## config.mk

```make
export PLATFORM = sky130hd
export DESIGN_NAME = vga_fetch_sched_flat
export DESIGN_NICKNAME = d
export VERILOG_FILES = /design/src/rtl/vga_fetch_sched_if.sv /design/src/rtl/vga_fetch_sched.sv /design/src/flat_wrapper.sv
export SDC_FILE = /design/constraint.sdc
export NUM_CORES = 1
export LEC_CHECK = 0
export ABC_CLOCK_PERIOD_IN_PS = 1800
export CAP_MARGIN = 30
export CORE_ASPECT_RATIO = 1.2
export CORE_MARGIN = 5
export CORE_UTILIZATION = 42
export DETAILED_ROUTE_END_ITERATION = 10
export PLACE_DENSITY_LB_ADDON = 0.25
export SYNTH_ARGS = -nofsm -noshare
export SYNTH_HDL_FRONTEND = slang
export SYNTH_SLANG_ARGS = --single-unit
```

## constraint.sdc

```tcl
create_clock -name px_clk -period 1.8 [get_ports px_clk]
set_input_delay 0.36 -clock px_clk [delete_from_list [all_inputs] [get_ports px_clk]]
set_output_delay 0.36 -clock px_clk [all_outputs]
set_load 0.01 [all_outputs]
```

## src/rtl/vga_fetch_sched_if.sv

```systemverilog
// Host write port, memory port and line-buffer write port of the fetch scheduler.
// The scheduler masters the memory and line buffer; the environment owns the host side.
interface vga_fetch_sched_if #(
  parameter int ADDR_WIDTH    = 14,
  parameter int DATA_WIDTH    = 8,
  parameter int LB_ADDR_WIDTH = 6
);
  logic                     host_valid;
  logic                     host_ready;
  logic [ADDR_WIDTH-1:0]    host_addr;
  logic [DATA_WIDTH-1:0]    host_wdata;
  logic                     mem_en;
  logic                     mem_we;
  logic [ADDR_WIDTH-1:0]    mem_addr;
  logic [DATA_WIDTH-1:0]    mem_wdata;
  logic [DATA_WIDTH-1:0]    mem_rdata;
  logic                     lb_we;
  logic [LB_ADDR_WIDTH-1:0] lb_addr;
  logic [DATA_WIDTH-1:0]    lb_wdata;

  modport master (
    input  host_valid, host_addr, host_wdata, mem_rdata,
    output host_ready, mem_en, mem_we, mem_addr, mem_wdata, lb_we, lb_addr, lb_wdata
  );

  modport slave (
    output host_valid, host_addr, host_wdata, mem_rdata,
    input  host_ready, mem_en, mem_we, mem_addr, mem_wdata, lb_we, lb_addr, lb_wdata
  );
endinterface

```

## src/rtl/vga_fetch_sched.sv

```systemverilog
// Arbitrates a single-port sprite memory between the line fetcher (priority) and
// host writes, and keeps the animation frame counter that selects the fetched frame.
//
// state   | meaning
// S_IDLE  | memory free for host writes; fetch_start launches a row fetch
// S_FETCH | issuing LINE_WORDS sequential reads from the captured base
// S_DRAIN | last read returning; final line-buffer write is driven
module vga_fetch_sched #(
  parameter int ADDR_WIDTH      = 14,
  parameter int DATA_WIDTH      = 8,
  parameter int LINE_WORDS      = 64,
  parameter int ROWS            = 32,
  parameter int ROW_WIDTH       = 5,
  parameter int LB_ADDR_WIDTH   = 6,
  parameter int NUM_ANIM_FRAMES = 6,
  parameter int FRAME_DIV       = 6,
  parameter int ANIM_WIDTH      = 3
) (
  input  logic                  px_clk,
  input  logic                  reset_n,
  input  logic                  fetch_start,
  input  logic [ROW_WIDTH-1:0]  fetch_row,
  input  logic                  frame_tick,
  vga_fetch_sched_if.master     bus,
  output logic                  fetch_busy,
  output logic                  fetch_overrun,
  output logic [ANIM_WIDTH-1:0] anim_frame
);
  localparam int FRAME_WORDS = LINE_WORDS * ROWS;
  localparam int BASE_W      = ADDR_WIDTH + 32;
  localparam int DIV_W       = (FRAME_DIV > 1) ? $clog2(FRAME_DIV) : 1;

  typedef enum logic [1:0] {S_IDLE, S_FETCH, S_DRAIN} state_e;

  state_e                   state_q, state_d;
  logic [LB_ADDR_WIDTH-1:0] w_q, w_d;
  logic                     rd_vld_q, rd_vld_d;
  logic [LB_ADDR_WIDTH-1:0] rd_idx_q, rd_idx_d;
  logic                     mem_en_q, mem_en_d;
  logic                     mem_we_q, mem_we_d;
  logic [ADDR_WIDTH-1:0]    mem_addr_q, mem_addr_d;
  logic [DATA_WIDTH-1:0]    mem_wdata_q, mem_wdata_d;
  logic                     lb_we_q, lb_we_d;
  logic [LB_ADDR_WIDTH-1:0] lb_addr_q, lb_addr_d;
  logic [DATA_WIDTH-1:0]    lb_wdata_q, lb_wdata_d;
  logic                     busy_q, busy_d;
  logic                     ovr_q, ovr_d;
  logic [DIV_W-1:0]         div_q, div_d;
  logic [ANIM_WIDTH-1:0]    anim_q, anim_d;
  logic [ADDR_WIDTH-1:0]    fetch_base;
  logic                     host_ready;

  // Wide intermediate so the frame/row products cannot overflow before truncation.
  assign fetch_base = ADDR_WIDTH'(BASE_W'(anim_q) * BASE_W'(FRAME_WORDS)
                                + BASE_W'(fetch_row) * BASE_W'(LINE_WORDS));

  assign host_ready = (state_q == S_IDLE) && !fetch_start;

  always_comb begin
    state_d     = state_q;
    w_d         = w_q;
    mem_en_d    = 1'b0;
    mem_we_d    = 1'b0;
    mem_addr_d  = mem_addr_q;
    mem_wdata_d = mem_wdata_q;
    busy_d      = busy_q;
    ovr_d       = ovr_q | (fetch_start && (state_q != S_IDLE));
    rd_vld_d    = mem_en_q && !mem_we_q;
    rd_idx_d    = w_q;
    lb_we_d     = rd_vld_q;
    lb_addr_d   = rd_vld_q ? rd_idx_q : lb_addr_q;
    lb_wdata_d  = rd_vld_q ? bus.mem_rdata : lb_wdata_q;
    div_d       = div_q;
    anim_d      = anim_q;

    case (state_q)
      S_IDLE: begin
        if (fetch_start) begin
          state_d    = S_FETCH;
          w_d        = '0;
          busy_d     = 1'b1;
          mem_en_d   = 1'b1;
          mem_addr_d = fetch_base;
        end else if (bus.host_valid) begin
          mem_en_d    = 1'b1;
          mem_we_d    = 1'b1;
          mem_addr_d  = bus.host_addr;
          mem_wdata_d = bus.host_wdata;
        end
      end
      S_FETCH: begin
        if (w_q == LB_ADDR_WIDTH'(LINE_WORDS - 1)) begin
          state_d = S_DRAIN;
        end else begin
          mem_en_d   = 1'b1;
          w_d        = w_q + 1'b1;
          mem_addr_d = mem_addr_q + 1'b1;
        end
      end
      S_DRAIN: begin
        state_d = S_IDLE;
        busy_d  = 1'b0;
      end
      default: state_d = S_IDLE;
    endcase

    if (frame_tick) begin
      if (div_q == DIV_W'(FRAME_DIV - 1)) begin
        div_d  = '0;
        anim_d = (anim_q == ANIM_WIDTH'(NUM_ANIM_FRAMES - 1)) ? '0 : anim_q + 1'b1;
      end else begin
        div_d = div_q + 1'b1;
      end
    end
  end

  always_ff @(posedge px_clk or negedge reset_n) begin
    if (!reset_n) begin
      state_q     <= S_IDLE;
      w_q         <= '0;
      rd_vld_q    <= 1'b0;
      rd_idx_q    <= '0;
      mem_en_q    <= 1'b0;
      mem_we_q    <= 1'b0;
      mem_addr_q  <= '0;
      mem_wdata_q <= '0;
      lb_we_q     <= 1'b0;
      lb_addr_q   <= '0;
      lb_wdata_q  <= '0;
      busy_q      <= 1'b0;
      ovr_q       <= 1'b0;
      div_q       <= '0;
      anim_q      <= '0;
    end else begin
      state_q     <= state_d;
      w_q         <= w_d;
      rd_vld_q    <= rd_vld_d;
      rd_idx_q    <= rd_idx_d;
      mem_en_q    <= mem_en_d;
      mem_we_q    <= mem_we_d;
      mem_addr_q  <= mem_addr_d;
      mem_wdata_q <= mem_wdata_d;
      lb_we_q     <= lb_we_d;
      lb_addr_q   <= lb_addr_d;
      lb_wdata_q  <= lb_wdata_d;
      busy_q      <= busy_d;
      ovr_q       <= ovr_d;
      div_q       <= div_d;
      anim_q      <= anim_d;
    end
  end

  assign bus.host_ready = host_ready;
  assign bus.mem_en     = mem_en_q;
  assign bus.mem_we     = mem_we_q;
  assign bus.mem_addr   = mem_addr_q;
  assign bus.mem_wdata  = mem_wdata_q;
  assign bus.lb_we      = lb_we_q;
  assign bus.lb_addr    = lb_addr_q;
  assign bus.lb_wdata   = lb_wdata_q;
  assign fetch_busy     = busy_q;
  assign fetch_overrun  = ovr_q;
  assign anim_frame     = anim_q;
endmodule

```

## src/flat_wrapper.sv

```systemverilog
// flat-port wrapper written by rule: the top's interface ports become plain ports
module vga_fetch_sched_flat 
#(
  parameter int ADDR_WIDTH      = 14,
  parameter int DATA_WIDTH      = 8,
  parameter int LINE_WORDS      = 64,
  parameter int ROWS            = 32,
  parameter int ROW_WIDTH       = 5,
  parameter int LB_ADDR_WIDTH   = 6,
  parameter int NUM_ANIM_FRAMES = 6,
  parameter int FRAME_DIV       = 6,
  parameter int ANIM_WIDTH      = 3
)
  (px_clk, reset_n, fetch_start, fetch_row, frame_tick, fetch_busy, fetch_overrun, anim_frame, bus_host_valid, bus_host_addr, bus_host_wdata, bus_mem_rdata, bus_host_ready, bus_mem_en, bus_mem_we, bus_mem_addr, bus_mem_wdata, bus_lb_we, bus_lb_addr, bus_lb_wdata);
  vga_fetch_sched_if #(.ADDR_WIDTH(ADDR_WIDTH), .DATA_WIDTH(DATA_WIDTH), .LB_ADDR_WIDTH(LB_ADDR_WIDTH)) bus_i ();
  input  logic px_clk;
  input  logic reset_n;
  input  logic fetch_start;
  input  logic [ROW_WIDTH-1:0] fetch_row;
  input  logic frame_tick;
  output logic fetch_busy;
  output logic fetch_overrun;
  output logic [ANIM_WIDTH-1:0] anim_frame;
  input wire logic [$bits(bus_i.host_valid)-1:0] bus_host_valid;
  input wire logic [$bits(bus_i.host_addr)-1:0] bus_host_addr;
  input wire logic [$bits(bus_i.host_wdata)-1:0] bus_host_wdata;
  input wire logic [$bits(bus_i.mem_rdata)-1:0] bus_mem_rdata;
  output wire logic [$bits(bus_i.host_ready)-1:0] bus_host_ready;
  output wire logic [$bits(bus_i.mem_en)-1:0] bus_mem_en;
  output wire logic [$bits(bus_i.mem_we)-1:0] bus_mem_we;
  output wire logic [$bits(bus_i.mem_addr)-1:0] bus_mem_addr;
  output wire logic [$bits(bus_i.mem_wdata)-1:0] bus_mem_wdata;
  output wire logic [$bits(bus_i.lb_we)-1:0] bus_lb_we;
  output wire logic [$bits(bus_i.lb_addr)-1:0] bus_lb_addr;
  output wire logic [$bits(bus_i.lb_wdata)-1:0] bus_lb_wdata;
  assign bus_i.host_valid = bus_host_valid;
  assign bus_i.host_addr = bus_host_addr;
  assign bus_i.host_wdata = bus_host_wdata;
  assign bus_i.mem_rdata = bus_mem_rdata;
  assign bus_host_ready = bus_i.host_ready;
  assign bus_mem_en = bus_i.mem_en;
  assign bus_mem_we = bus_i.mem_we;
  assign bus_mem_addr = bus_i.mem_addr;
  assign bus_mem_wdata = bus_i.mem_wdata;
  assign bus_lb_we = bus_i.lb_we;
  assign bus_lb_addr = bus_i.lb_addr;
  assign bus_lb_wdata = bus_i.lb_wdata;
  vga_fetch_sched #(.ADDR_WIDTH(ADDR_WIDTH), .DATA_WIDTH(DATA_WIDTH), .LINE_WORDS(LINE_WORDS), .ROWS(ROWS), .ROW_WIDTH(ROW_WIDTH), .LB_ADDR_WIDTH(LB_ADDR_WIDTH), .NUM_ANIM_FRAMES(NUM_ANIM_FRAMES), .FRAME_DIV(FRAME_DIV), .ANIM_WIDTH(ANIM_WIDTH)) u_core (.px_clk(px_clk), .reset_n(reset_n), .fetch_start(fetch_start), .fetch_row(fetch_row), .frame_tick(frame_tick), .bus(bus_i), .fetch_busy(fetch_busy), .fetch_overrun(fetch_overrun), .anim_frame(anim_frame));
endmodule
```

==> results.md, run 1 <==
- Area of placed instances: 3870 µm²
- CTS H-tree lvls: 3
- Global-route usage over all layers: 17.0%
- Worst path required time: about 1.4 ns
- Yosys reg bits: 62
- Clock Pin Slew Worst Setup and Hold Paths: roughly 0.07 ns
- Hold_ws: ~0.024 ns
- Max Slew Vio Count: 0
- CP Launch Point: u_core.bus.mem_addr[12]
- Design Area, Final: 4110 µm²
- Fmax: 0.576 GHz
- Die Footprint: 8400 µm²
- PD cells: 1610 nW/µm²
- Initial DRT Pass Iterations: 4
- Layout Nets: 398
- Hold Crit Class: primary input to asynchronous set/reset pin
- Hold-fix buffers, CTS: 0
- WL met2: 3.50 mm
- Die Ht: between 90 and 100 µm
- Fill cell count: 541
- Seq. cell area: approximately 1600 µm²
- Post-synth top flop: dfrtp_1
- FF-to-FF Start: u_core.rd_idx_d[0]
- CP delay by family, top: buffers and inverters
- Initial drt markers: 164
- CTS Buf Count: 9
- Setup violations, final: 0
- Die X: ~85 µm
- Final HPWL DP: 4.97 mm
- Worst Path Arrival: about 1.4 ns
- Commonest non-fill, non-tap cell in the layout: clkdlybuf4s50_1
- Initial Util: around 43%
- Synthesized area: 2800 µm²
- Postcts setup bufs: 0
- Most frequent cells in the layout: clkdlybuf4s50_1, dfrtp_1, nand2_1
- # clock sinks: 62
- Ant diodes: 0
- Worst Skew: approximately 0.0048 ns
- Vias: 2412
- # IOs: 85
- Avg Cell Area, Syn: between 10 and 15 µm²
- Clk Latency, worst-skew pair: 0.34 ns
- Ys async rst share: 100%
- CTS tree: yes
- WL/cell: approximately 15 µm
- Syn nets: around 300
- Vias in the first global route: 2344
- R2r setup slk: 0.10 ns
- Normalized max-slew margin: 63.1%
- Maximum fanout along the worst path: 6
- Leak: approximately 1.8 nW
- Crit-path max cell delay: approximately 0.59 ns
- Number of antenna violations at the first check in global routing: 0
- Drc violations: 0
- Synth unique cells: 51
- Cells along the critical path: clkdlybuf4s50_1
- Pin count of the biggest net entering global routing: 63
- Multi-input gate area: 1190 µm²
- Post-DRT Antenna Nets: 0
- Met3 WL post-DR: ~520 µm
- First-pass GRT wire length: roughly 11 mm
- Buffers & Inverters on Critical Path: 1
- Row cnt: 32
- EDFF count, synth: 0
- Vias/cell: around 5.4
- Fin crit period: 1.74 ns
- Register area share after synthesis: 55.4%
- Max cap viols: 0
- Max clock buf depth: 2
- Status: finished, final reports clean
- Fin. Hold Viols: 0
- Fraction of layout cells with a size suffix above 1: between 10% and 20%
- Final wirelength: ~6.8 mm
- Mapped Cells: 250
- Grt total ovfl: 0
- RSZ-0062 raised after global routing: false
- Post-Route M1 WL: roughly 2.6 mm
- CP Capture Type: primary output
- I/O Buffers: 84
- GPL Wtd Cong: 0.835
- Core Box Area: 6450 µm²
- Worst-margin pin slew: 0.553 ns
- Fin crit share: a little over nine tenths
- Highest routed layer: met4
- Startpoint Class: flip-flop
- Root buf cell: clkbuf_8
- Critical path class: flip-flop to primary output
- Worst path slowest cell: clkdlybuf4s50_1
- Yosys warnings: 0
- Layout area overhead: 46.7%
- Worst vdd ir: between 0.0009 and 0.001 V
[cell usage after synthesis (2+ instances only)]
master	number	area (µm²)
dfrtp_1	62	1550
nand2_1	23	86.3
mux2_2	22	248
a21oi_1	18	90.1
nand3_1	14	70.1
nor2_1	13	48.8
and3_1	7	43.8
o21ai_0	7	35.0
mux2i_1	6	60.1
inv_1	5	18.8
clkbuf_1	4	15.0
mux2_1	4	45.0
nor3_1	4	20.0
o21ai_1	4	20.0
a31oi_1	3	18.8
and4_1	3	26.3
buf_2	3	15.0
nand4_1	3	18.8
o211ai_1	3	22.5
or3_1	3	18.8
a211oi_1	2	15.0
a21o_1	2	15.0
and2_1	2	12.5
ha_1	2	25.0
nor2b_1	2	12.5
o221ai_1	2	17.5
o31ai_1	2	15.0
xor2_1	2	17.5
[per-stage QoR]
stage | instances | setup TNS [ns] | utilization (%) | total power [mW] | worst slack [ns]
detailed placement | 430 | -2.96 | 60.0 | 5.28 | -0.194
global placement | 430 | -1.98 | 60.0 | 5.18 | -0.129
finish | 446 | 0 | 63.7 | 6.59 | 0.0631
global route | 446 | 0 | 63.7 | 7.06 | 0.00423
floorplan | 250 | 0 | - | 3.86 | 0.144
CTS | 446 | 0 | 63.3 | 6.64 | 0.00984
[report_power, final]
part / switching [mW] / leakage [nW] / internal (mW)
clock network: 0.510 / 0.110 / 0.813
logic: 1.23 / 0.922 / 1.55
registers: 0.519 / 0.732 / 1.97
[area by class of cell]
| class | instances | area share, % |
|---|---|---|
| inverter | 6 | 0.671 |
| timing repair buffer | 104 | 24.6 |
| multi-input combinational | 173 | 29.0 |
| tap | 85 | 2.59 |
| sequential | 62 | 37.9 |
| clock inverter | 4 | 1.71 |
| clock buffer | 12 | 3.54 |
[repair_timing]
action                                  CTS  global route
resized for setup                         1             9
pin swaps                                 0             0
endpoints found under the setup margin    1            12
[routing by layer]
| layer | global-route usage, % | up-vias |
|---|---|---|
| li1 | - | 1129 |
| met1 | 21.0 | 1170 |
| met2 | 27.6 | 99 |
| met3 | 5.72 | 14 |
| met4 | 6.70 | 0 |
| met5 | 0 | - |
[sequential cells by signal, summed over array words and instances (netlist names), 2 cells and up]
register              count
u_core.anim_frame         3
u_core.bus.lb_addr        6
u_core.bus.lb_wdata       8
u_core.bus.mem_addr      14
u_core.bus.mem_wdata      8
u_core.div_q              3
u_core.rd_idx_d           6
u_core.rd_idx_q           6
u_core.state_q            2
[cell families after synthesis]
| logic type | after synthesis | synth area share, % |
|---|---|---|
| buffers and inverters | 15 | 2.55 |
| flip-flops | 62 | 55.4 |
| AO/OA/AOI/OAI | 57 | 13.5 |
| XOR/XNOR | 3 | 0.939 |
| multiplexers | 32 | 12.6 |
| AND/OR/NAND/NOR | 79 | 14.1 |
| adder cells (fa/ha/maj) | 2 | 0.894 |
[worst paths after layout]
check | end | cells after the start
max in group asynchronous | u_core.bus.mem_addr[9] | 2
worst max-delay path | bus_mem_addr[12] | 1
worst max register to register | u_core.bus.mem_addr[0] | 5
worst min register to register | u_core.lb_we_d | 1
worst min-delay path | u_core.bus.mem_wdata[7] | 2
min in group px_clk | u_core.lb_we_d | 1
(Power assumes the default switching activity.)
==> inputs of run 2 (changes only) <==
--- a/config.mk
+++ b/config.mk
@@ -15,3 +15,4 @@
 export SYNTH_ARGS = -nofsm -noshare
 export SYNTH_HDL_FRONTEND = slang
 export SYNTH_SLANG_ARGS = --single-unit
+export TNS_END_PERCENT = 100
==> results of run 2 <==
Same layout as run 1: the final DEF is identical, and so are final timing and power.
==> inputs of run 3 (changes only) <==
--- a/config.mk
+++ b/config.mk
@@ -12,6 +12,7 @@
 export CORE_UTILIZATION = 42
 export DETAILED_ROUTE_END_ITERATION = 10
 export PLACE_DENSITY_LB_ADDON = 0.25
+export SLEW_MARGIN = 20
 export SYNTH_ARGS = -nofsm -noshare
 export SYNTH_HDL_FRONTEND = slang
 export SYNTH_SLANG_ARGS = --single-unit
==> results of run 3 <==
Same layout as run 1: the final DEF is identical, and so are final timing and power.
